[src/rtl/bs_rr_arbiter_pkg.sv]
// Shared state encoding, header layout and header decode helpers for the bus arbiter.
// Combinational helpers only; no timing or backpressure of its own.
package bs_pkg;

  typedef enum logic [1:0] {
    IDLE  = 2'd0,
    POP   = 2'd1,
    ROUTE = 2'd2
  } state_t;

  localparam int PCKG_SZ_DEF = 128;
  localparam logic [7:0] BROADCAST_DEF = 8'hFF;

  // Header occupies the top 32 bits of any packet width: target, source, id.
  localparam int HDR_W       = 32;
  localparam int HDR_TGT_LSB = HDR_W - 8;
  localparam int HDR_SRC_LSB = HDR_W - 16;
  localparam int HDR_ID_LSB  = HDR_W - 32;

  function automatic logic [7:0] get_target(input logic [HDR_W-1:0] hdr);
    return hdr[HDR_TGT_LSB +: 8];
  endfunction

  function automatic logic [7:0] get_source(input logic [HDR_W-1:0] hdr);
    return hdr[HDR_SRC_LSB +: 8];
  endfunction

  function automatic logic [15:0] get_id(input logic [HDR_W-1:0] hdr);
    return hdr[HDR_ID_LSB +: 16];
  endfunction

endpackage

[src/rtl/bs_rr_pick.sv]
// Round-robin search: first pending driver after i_ptr, wrapping by explicit modulo.
// Purely combinational; no backpressure.
module bs_rr_pick
  import bs_pkg::*;
#(
  parameter int DRVRS = 4,
  parameter int IDX_W = $clog2(DRVRS)
) (
  input  logic [DRVRS-1:0] i_pndng,
  input  logic [IDX_W-1:0] i_ptr,
  output logic [IDX_W-1:0] o_idx,
  output logic             o_vld
);

  // Walk from farthest to nearest so the nearest pending candidate wins.
  always_comb begin
    o_idx = '0;
    o_vld = 1'b0;
    for (int k = DRVRS; k >= 1; k--) begin
      if (i_pndng[(int'(i_ptr) + k) % DRVRS]) begin
        o_idx = IDX_W'((int'(i_ptr) + k) % DRVRS);
        o_vld = 1'b1;
      end
    end
  end

endmodule

[src/rtl/bs_rr_arbiter.sv]
// Round-robin bus scheduler: grant, pop, route; pndng-to-push in 3 edges, 3 cycles/packet minimum.
// Waits in ROUTE while any destination is full (no partial broadcast); BS_ARB_STATS_EN adds pkt_cnt.
module bs_rr_arbiter
  import bs_pkg::*;
#(
  parameter int         DRVRS     = 4,
  parameter int         PCKG_SZ   = PCKG_SZ_DEF,
  parameter logic [7:0] BROADCAST = BROADCAST_DEF
) (
  input  logic                            clk,
  input  logic                            reset,
  input  logic [DRVRS-1:0]                pndng,
  input  logic [DRVRS-1:0][PCKG_SZ-1:0]   D_pop,
  output logic [DRVRS-1:0]                pop,
  input  logic [DRVRS-1:0]                full,
  output logic [DRVRS-1:0]                push,
  output logic [DRVRS-1:0][PCKG_SZ-1:0]   D_push,
  output logic [DRVRS-1:0]                grnt,
  output logic                            busy,
  output logic                            drop
`ifdef BS_ARB_STATS_EN
  ,
  output logic [DRVRS-1:0][15:0]          pkt_cnt
`endif
);

  localparam int IDX_W = $clog2(DRVRS);

  state_t             r_state, w_state_nxt;
  logic [IDX_W-1:0]   r_ptr, w_pick_idx;
  logic               w_pick_vld;
  logic [PCKG_SZ-1:0] r_pkt, r_dpush;
  logic [7:0]         w_tgt;
  logic [DRVRS-1:0]   w_mask;
  logic               w_bad, w_blocked;
  logic [DRVRS-1:0]   r_pop, r_push, r_grnt;
  logic [DRVRS-1:0]   w_pop_nxt, w_push_nxt, w_grnt_nxt;
  logic               r_busy, r_drop, w_drop_nxt;

  bs_rr_pick #(.DRVRS(DRVRS), .IDX_W(IDX_W)) u_pick (
    .i_pndng (pndng),
    .i_ptr   (r_ptr),
    .o_idx   (w_pick_idx),
    .o_vld   (w_pick_vld)
  );

  assign w_tgt = get_target(r_pkt[PCKG_SZ-1 -: HDR_W]);

  // r_ptr doubles as the index of the driver being served.
  always_comb begin
    w_mask = '0;
    w_bad  = 1'b0;
    if (w_tgt == BROADCAST) begin
      w_mask        = '1;
      w_mask[r_ptr] = 1'b0;
    end else if ((int'(w_tgt) < DRVRS) && (IDX_W'(w_tgt) != r_ptr)) begin
      w_mask[IDX_W'(w_tgt)] = 1'b1;
    end else begin
      w_bad = 1'b1;
    end
  end

  assign w_blocked = (w_mask & full) != '0;

  always_ff @(posedge clk or posedge reset) begin
    if (reset) r_state <= IDLE;
    else       r_state <= w_state_nxt;
  end

  always_comb begin
    w_state_nxt = r_state;
    case (r_state)
      IDLE:    if (w_pick_vld) w_state_nxt = POP;
      POP:     w_state_nxt = ROUTE;
      ROUTE:   if (w_bad || !w_blocked) w_state_nxt = IDLE;
      default: w_state_nxt = IDLE;
    endcase
  end

  always_comb begin
    w_pop_nxt  = '0;
    w_push_nxt = '0;
    w_drop_nxt = 1'b0;
    w_grnt_nxt = r_grnt;
    case (r_state)
      IDLE: begin
        w_grnt_nxt = '0;
        if (w_pick_vld) w_grnt_nxt[w_pick_idx] = 1'b1;
      end
      POP:  w_pop_nxt = r_grnt;
      ROUTE: begin
        if (w_bad) begin
          w_drop_nxt = 1'b1;
          w_grnt_nxt = '0;
        end else if (!w_blocked) begin
          w_push_nxt = w_mask;
          w_grnt_nxt = '0;
        end
      end
      default: w_grnt_nxt = '0;
    endcase
  end

  always_ff @(posedge clk or posedge reset) begin
    if (reset) begin
      r_ptr   <= IDX_W'(DRVRS - 1);
      r_pkt   <= '0;
      r_dpush <= '0;
      r_pop   <= '0;
      r_push  <= '0;
      r_grnt  <= '0;
      r_busy  <= 1'b0;
      r_drop  <= 1'b0;
    end else begin
      r_pop  <= w_pop_nxt;
      r_push <= w_push_nxt;
      r_grnt <= w_grnt_nxt;
      r_drop <= w_drop_nxt;
      r_busy <= (w_state_nxt != IDLE);
      if (r_state == IDLE && w_pick_vld) r_ptr <= w_pick_idx;
      if (r_state == POP) r_pkt <= D_pop[r_ptr];
      if (w_push_nxt != '0) r_dpush <= r_pkt;
    end
  end

  assign pop  = r_pop;
  assign push = r_push;
  assign grnt = r_grnt;
  assign busy = r_busy;
  assign drop = r_drop;

  always_comb begin
    for (int l = 0; l < DRVRS; l++) D_push[l] = r_dpush;
  end

`ifdef BS_ARB_STATS_EN
  logic [DRVRS-1:0][15:0] r_pkt_cnt;

  always_ff @(posedge clk or posedge reset) begin
    if (reset)                  r_pkt_cnt <= '0;
    else if (w_push_nxt != '0)  r_pkt_cnt[r_ptr] <= r_pkt_cnt[r_ptr] + 16'd1;
  end

  assign pkt_cnt = r_pkt_cnt;
`endif

endmodule

[config.mk]
export PLATFORM = sky130hd
export DESIGN_NAME = bs_rr_arbiter
export DESIGN_NICKNAME = d
export VERILOG_FILES = /design/src/rtl/bs_rr_arbiter_pkg.sv /design/src/rtl/bs_rr_pick.sv /design/src/rtl/bs_rr_arbiter.sv
export SDC_FILE = /design/constraint.sdc
export NUM_CORES = 1
export LEC_CHECK = 0
export BUFFER_PORTS_ARGS = -buffer_cell sky130_fd_sc_hd__buf_2
export CAP_MARGIN = 20
export CORE_AREA = 2 2 407 409
export CTS_BUF_LIST = sky130_fd_sc_hd__clkbuf_4 sky130_fd_sc_hd__clkbuf_8 sky130_fd_sc_hd__clkbuf_16
export CTS_CLUSTER_DIAMETER = 100
export DETAILED_ROUTE_END_ITERATION = 12
export DIE_AREA = 0 0 409 411
export PLACE_DENSITY = 0.3
export SLEW_MARGIN = 20
export SYNTH_ARGS = -nofsm -noshare
export SYNTH_HDL_FRONTEND = slang
export SYNTH_HIERARCHICAL = 1
export SYNTH_SLANG_ARGS = --single-unit
export TNS_END_PERCENT = 10
[constraint.sdc]
create_clock -name clk -period 12.44 [get_ports clk]
set_clock_uncertainty 0.1 [all_clocks]
set_input_delay 2.488 -clock clk [delete_from_list [all_inputs] [get_ports clk]]
set_output_delay 2.488 -clock clk [all_outputs]
set_load 0.01 [all_outputs]
==> results of run 1 <==
## state kept, by name (all words and copies together), names as in the netlist
signal	flops
grnt	4
r_dpush	128
busy	1
push	4
r_pkt	128
drop	1
r_state	2
r_ptr	2
pop	4
## cells in the final DEF, fill, tap and decap left out, drive strengths merged, types with 6 or more instances in the layout
cell    count
buf      1065
nand2     395
mux2      128
nor2       11
clkbuf     56
o21ai       6
diode       8
inv        15
dfrtp     272
mux4      128
## per-layer routing
metal	vias up	GRT usage, %	wire (um)
li1	5894	-	-
met5	-	0	0
met2	531	14.1	37000
met4	0	2.42	1540
met3	55	1.52	3840
met1	6450	11.5	34000
## layout make-up
type / instances / area (sq um) / share of cell area, %
diodes: 8 / 20.0 / 0.0871
clock inverters: 11 / 123 / 0.534
well taps: 2189 / 2740 / 11.9
multi-input cells: 716 / 6640 / 28.9
repair buffers: 1065 / 5380 / 23.4
inverters: 11 / 48.8 / 0.212
clock buffers: 56 / 1160 / 5.04
flip-flops and latches: 274 / 6870 / 29.9
## worst register-to-register path: stages, from the launching register on
cell,delay (ns)
dfstp_4,1.07
nand4_1,0.20
o21ai_0,0.52
a211o_1,0.31
nand4_4,0.57
buf_4,0.56
buf_4,0.46
mux2_4,0.48
## path summary, 6_finish.rpt
check,start,endpoint,slack [ns],depth (start not counted)
setup / recovery,full[3],r_dpush[47],7.45,8
setup reg to reg,r_ptr[1],r_dpush[43],8.02,7
hold / removal,r_pkt[47],r_pkt[47],0.37,2
min in group asynchronous,reset,r_pkt[36],1.90,2
hold reg to reg,r_pkt[47],r_pkt[47],0.37,2
max in group asynchronous,reset,r_dpush[75],8.43,4
## kinds of logic (layout without fill, tap and decap cells)
group	after synthesis	in the layout	synth area share (%)
buffers and inverters	470	1143	20.2
other	0	8	0
AOI/OAI and AO/OA	26	26	1.13
DFF	274	274	40.6
xor gates and xnor gates	1	1	0.0519
muxes	257	257	27.8
and+or+nand+nor	432	432	10.2
## power by group through the flow
stage               clock network, W  logic [W]  registers [W]
floorplan                          0    0.00249        0.00175
global placement                   0    0.00300        0.00206
detailed placement                 0    0.00298        0.00208
CTS                          0.00120    0.00299        0.00206
global route                 0.00123    0.00320        0.00210
finish                       0.00113    0.00291        0.00201
## metrics by stage
step | area, sq um | cells | total power (W) | setup WS (ns) | util [%]
3_3_place_gp | 21700 | 4255 | 0.00506 | 6.78 | 13.2
3_5_place_dp | 21700 | 4255 | 0.00506 | 6.77 | 13.2
2_1_floorplan | 16900 | 1460 | 0.00424 | 2.30 | -
6_report | 23000 | 4330 | 0.00605 | 7.45 | 14.0
5_1_grt | 23000 | 4325 | 0.00653 | 7.32 | 14.0
4_1_cts | 23000 | 4322 | 0.00625 | 7.41 | 14.0
==> impl_metrics.csv, run 1 <==
group,metric,value,unit
global_routing,grt_overflow,0,
logic_synthesis,synthesis.instances,1460,
logic_synthesis,synth_edf_count,0,
clock_tree,cts.repair.resized,0,
die,io_pins,1048,
timing,finalSetupViolations,0,
timing,report.final.slew_viol_count,0,
clock_tree,clk_path_buf_depth,3,
worst_setup_path,cp_cell_sequence,"buf_2 > inv_1 > o311a_1 > a211o_1 > nand4_4 > buf_4 > buf_4 > mux2_2",
timing,rsz0062_at_grt,"no",
logic_synthesis,yosysMostFrequentCell,"nand2_1",
flow_run,max-cap-violations,0,
power,switchingPower,0.00267,W
power,p_leak,11.6,nW
global_routing,grt_start_max_net_pins,76,
clock_tree,root_buffer,"clkbuf_16",
timing,fin_hold_ws,0.366,ns
drt,remaining_drc_errors,0,
cells_and_area,layout-area-overhead-vs-synth,36.0,%
timing,maxSlewHeadroom,43.5,%
logic_synthesis,yosys.area.top_type,"dfrtp_1",
worst_setup_path,path_delay_family,"buffers and inverters",
power,power_frac_comb,48.1,%
logic_synthesis,netlist_area,16900,sq um
global_routing,track_usage,8.61,%
logic_synthesis,synth_warnings,6,
worst_setup_path,criticalPathCategory,"in2reg",
power,peakVddDrop,82.7,uV
logic_synthesis,ys_seq_area_share,40.6,%
status,status,"finished clean",
timing,fmax,200,MHz
worst_setup_path,worstPathArrival,5.35,ns
global_routing,antenna_found_initial,12,
global_routing,grt_pass1_wl,103000,um
placement,place.gp.congestion,0.766,
cells_and_area,num-fill-cells,18600,
timing,hold_viol,0,
die,fp.coreArea,164000,sq um
power,p_clk_share,18.6,%
clock_tree,htreeDepth,2,
logic_synthesis,synth_commonest_cells,"nand2_1 (395), buf_4 (385), dfrtp_1 (272)",
drt,first_iter_violations,620,
logic_synthesis,synth_top_flop_cell,"dfrtp_1",
worst_setup_path,required,12.80,ns
hold_path,hold_class,"reg2reg",
clock_tree,clock_latency,0.59,ns
drt,detail-route-antenna-nets,0,
cells_and_area,layout.nets,2630,
timing,fin_crit_sh,40.2,%
timing,min_period,4.99,ns
logic_synthesis,synthTopCellsByArea,"dfrtp_1 (40%), buf_4 (17%), mux4_2 (17%), nand2_1 (8.8%), mux2_4 (8.7%)",
clock_tree,ctsHoldBuffers,0,
die,initial_core_util,10.3,%
worst_setup_path,critPathBufInv,4,
clock_tree,cts.sinks,274,
worst_setup_path,crit_path_end_kind,"register",
power,p_seq_share,33.2,%
timing,tightest_slew,0.847,ns
power,p_int,0.00338,W
power,p_sw_share,44.1,%
logic_synthesis,syn_nets,1982,
drt,vias,12900,
drt,dr.pass1.iters,4,
placement,place_hpwl,62000,um
drt,post_drt_wl_per_cell,17.6,um
clock_tree,post_cts_buffers,0,
die,fp.dieArea,168000,sq um
power,p_per_area,263,nW/um^2
die,fp-row-count,149,
logic_synthesis,synthArstFlopShare,100,%
logic_synthesis,ys_ff_latch,274,
worst_setup_path,startpoint_type,"input port",
drt,viasPerCell,2.99,
worst_setup_path,crit_path_top_delay_cell,"buf_4",
worst_setup_path,crit_top_cell,"buf_4",
worst_setup_path,path_max_fanout,40,
timing,finalSetupTns,0,ns
drt,wirelength,76300,um
global_routing,grt_pass1_vias,13000,
die,dieHeight,411,um
die,die_w,409,um
logic_synthesis,synth_top_area_share,40.3,%
clock_tree,numCtsBuffers,40,
logic_synthesis,yosysUniqueCellTypes,44,
clock_tree,path_clk_slew,0.05,ns
placement,portBuffers,1047,
logic_synthesis,avgSynthCellArea,11.6,sq um
cells_and_area,layout-drive-gt1-share,65.6,%
clock_tree,cts_tree,"yes",
worst_setup_path,crit_path_max_incr_delay,0.73,ns
Power figures use the tool's default switching activity.
==> run 2, diff against run 1 <==
--- a/config.mk
+++ b/config.mk
@@ -12,7 +12,7 @@
 export CTS_CLUSTER_DIAMETER = 100
 export DETAILED_ROUTE_END_ITERATION = 12
 export DIE_AREA = 0 0 409 411
-export PLACE_DENSITY = 0.3
+export PLACE_DENSITY = 0.31
 export SLEW_MARGIN = 20
 export SYNTH_ARGS = -nofsm -noshare
 export SYNTH_HDL_FRONTEND = slang
==> constraint.sdc (replaced) <==
create_clock -name clk -period 4.2 [get_ports clk]
set_clock_uncertainty 0.1 [all_clocks]
set_input_delay 0.84 -clock clk [delete_from_list [all_inputs] [get_ports clk]]
set_output_delay 0.84 -clock clk [all_outputs]
set_load 0.01 [all_outputs]
==> run 2 against run 1 <==
Effect of this change:
- combinational power increased to 3.1 times the previous value
- core utilization increased by 0.14 points
- power rose to 3.0 times the previous value
- wire length increased by 1.3%
- flip-flop and latch count unchanged
- via count about the same
- critical endpoint is now r_dpush[28]
==> impl_metrics.csv, run 2 (synthesis results as in run 1) <==
group,metric,value,unit
drt,vias,12900,
power,p_sw_share,44.2,%
clock_tree,clock_latency,0.57,ns
global_routing,grt_pass1_wl,104000,um
die,fp-row-count,149,
placement,place.gp.congestion,0.768,
worst_setup_path,crit_path_top_delay_cell,"dfstp_4",
die,fp.coreArea,164000,sq um
die,io_pins,1048,
drt,wl_met2,36200,um
global_routing,grt_overflow,0,
drt,wl_met1,33500,um
worst_setup_path,path_max_fanout,29,
power,p_clk_share,18.1,%
cells_and_area,layout_commonest_cell,"buf_2",
global_routing,antenna_found_initial,17,
clock_tree,post_cts_buffers,0,
worst_setup_path,startpoint_type,"register",
hold_path,hold_class,"in2async",
die,dieHeight,411,um
cells_and_area,layout.nets,2644,
global_routing,grt_start_max_net_pins,94,
worst_setup_path,critPathBufInv,2,
clock_tree,clk_path_buf_depth,3,
timing,min_period,3.13,ns
cells_and_area,final_util,14.2,%
clock_tree,cts.sinks,274,
clock_tree,ctsHoldBuffers,0,
worst_setup_path,required,4.56,ns
power,p_leak,11.7,nW
status,status,"finished clean",
power,p_per_area,779,nW/um^2
drt,wirelength,77300,um
timing,maxSlewHeadroom,47.1,%
drt,first_iter_violations,565,
clock_tree,htreeDepth,2,
drt,post_drt_wl_per_cell,17.8,um
worst_setup_path,cp_cell_sequence,"nand4_1 > o21ai_0 > a211o_1 > nand4_4 > buf_12 > buf_4 > mux2_4",
die,die_w,409,um
global_routing,track_usage,8.73,%
global_routing,grt_pass1_vias,13000,
power,p_seq_share,32.5,%
cells_and_area,top_regs,"r_dpush x128, r_pkt x128",
power,p_int,0.0101,W
drt,detail-route-antenna-nets,0,
drt,viasPerCell,2.98,
timing,fin_crit_sh,74.5,%
worst_setup_path,crit_path_end_kind,"register",
power,power_frac_comb,49.3,%
timing,hold_viol,0,
timing,rsz0062_at_grt,"no",
drt,dr_wl_met3,5520,um
clock_tree,cts_tree,"yes",
worst_setup_path,criticalPathCategory,"reg2reg",
clock_tree,numCtsBuffers,39,
power,peakVddDrop,628,uV
die,initial_core_util,10.3,%
worst_setup_path,crit_path_max_incr_delay,0.90,ns
worst_setup_path,worstPathArrival,3.49,ns
power,switchingPower,0.00799,W
drt,remaining_drc_errors,0,
drt,highest_layer,"met5",
timing,finalSetupViolations,0,
timing,report.final.slew_viol_count,0,
worst_setup_path,path_delay_family,"flip-flops",
cells_and_area,final_cell_mix,"buf_2 (1047), nand2_1 (395), dfrtp_1 (272)",
clock_tree,cts.repair.resized,0,
timing,tightest_slew,0.793,ns
cells_and_area,layout-area-overhead-vs-synth,37.4,%
flow_run,max-cap-violations,0,
worst_setup_path,path_depth,7,
worst_setup_path,worst-r2r-cell-count,7,
clock_tree,root_buffer,"clkbuf_16",
placement,place_hpwl,63400,um
placement,portBuffers,1047,
cells_and_area,layout-drive-gt1-share,65.8,%
timing,fmax,319,MHz
power,power,0.0181,W
die,fp.dieArea,168000,sq um
clock_tree,path_clk_slew,0.06,ns
drt,dr.pass1.iters,4,
run 2: changes by cell type in the layout (fill, tap and decap cells not counted):
cell	delta
buf_12	+13
clkinv_4	+3
buf_4	+2
clkbuf_4	-2
diode_2	-2
a2111oi_0	+1
a2111oi_1	-1
clkbuf_8	-1
clkinv_2	+1
inv_16	-1
inv_6	-1
inv_8	-1
run 2: final cells by class:
cell class | count | area [sq um]
diodes | 6 | 15.0
clock buffers | 53 | 1130
clock inverters | 12 | 118
fillers | 18600 | 141000
inverters | 11 | 45.0
multi-input cells | 716 | 6640
flip-flops and latches | 274 | 6870
well taps | 2189 | 2740
repair buffers | 1080 | 5650
run 2: power by group through the flow:
stage / clock network, W / registers [W] / logic [W]
after floorplan: 0 / 0.00519 / 0.00738
after CTS: 0.00349 / 0.00599 / 0.00915
after detailed placement: 0 / 0.00603 / 0.00912
after global placement: 0 / 0.00600 / 0.00918
final: 0.00328 / 0.00587 / 0.00892
after global routing: 0.00358 / 0.00611 / 0.00977
run 2: routing by layer:
metal,vias to the layer above,GRT usage [%]
met5,-,0
met4,6,2.76
met3,76,2.24
met2,543,13.8
met1,6385,11.5
li1,5914,-
run 2: stage by stage:
stage	hold slack (ns)	setup TNS (ns)	std cells	worst slack (ns)	cell area [sq um]
2_1_floorplan	0.342	-98.40	1460	-0.362	16900
3_3_place_gp	0.357	0	4270	1.00	21900
3_5_place_dp	0.361	0	4270	1.02	21900
4_1_cts	0.0979	0	4335	1.02	23200
5_1_grt	0.135	0	4335	0.888	23200
6_report	0.164	0	4341	1.07	23200
run 2: final timing paths:
| check | from | end | slack (ns) |
|---|---|---|---|
| worst max-delay path | r_ptr[1] | r_dpush[28] | 1.07 |
| max in group asynchronous | reset | r_dpush[111] | 2.74 |
| worst max register to register | r_ptr[1] | r_dpush[28] | 1.07 |
| worst min register to register | r_pkt[3] | r_pkt[3] | 0.37 |
| min in group clk | full[0] | push[0] | 0.35 |
| worst min-delay path | reset | r_pkt[91] | 0.16 |
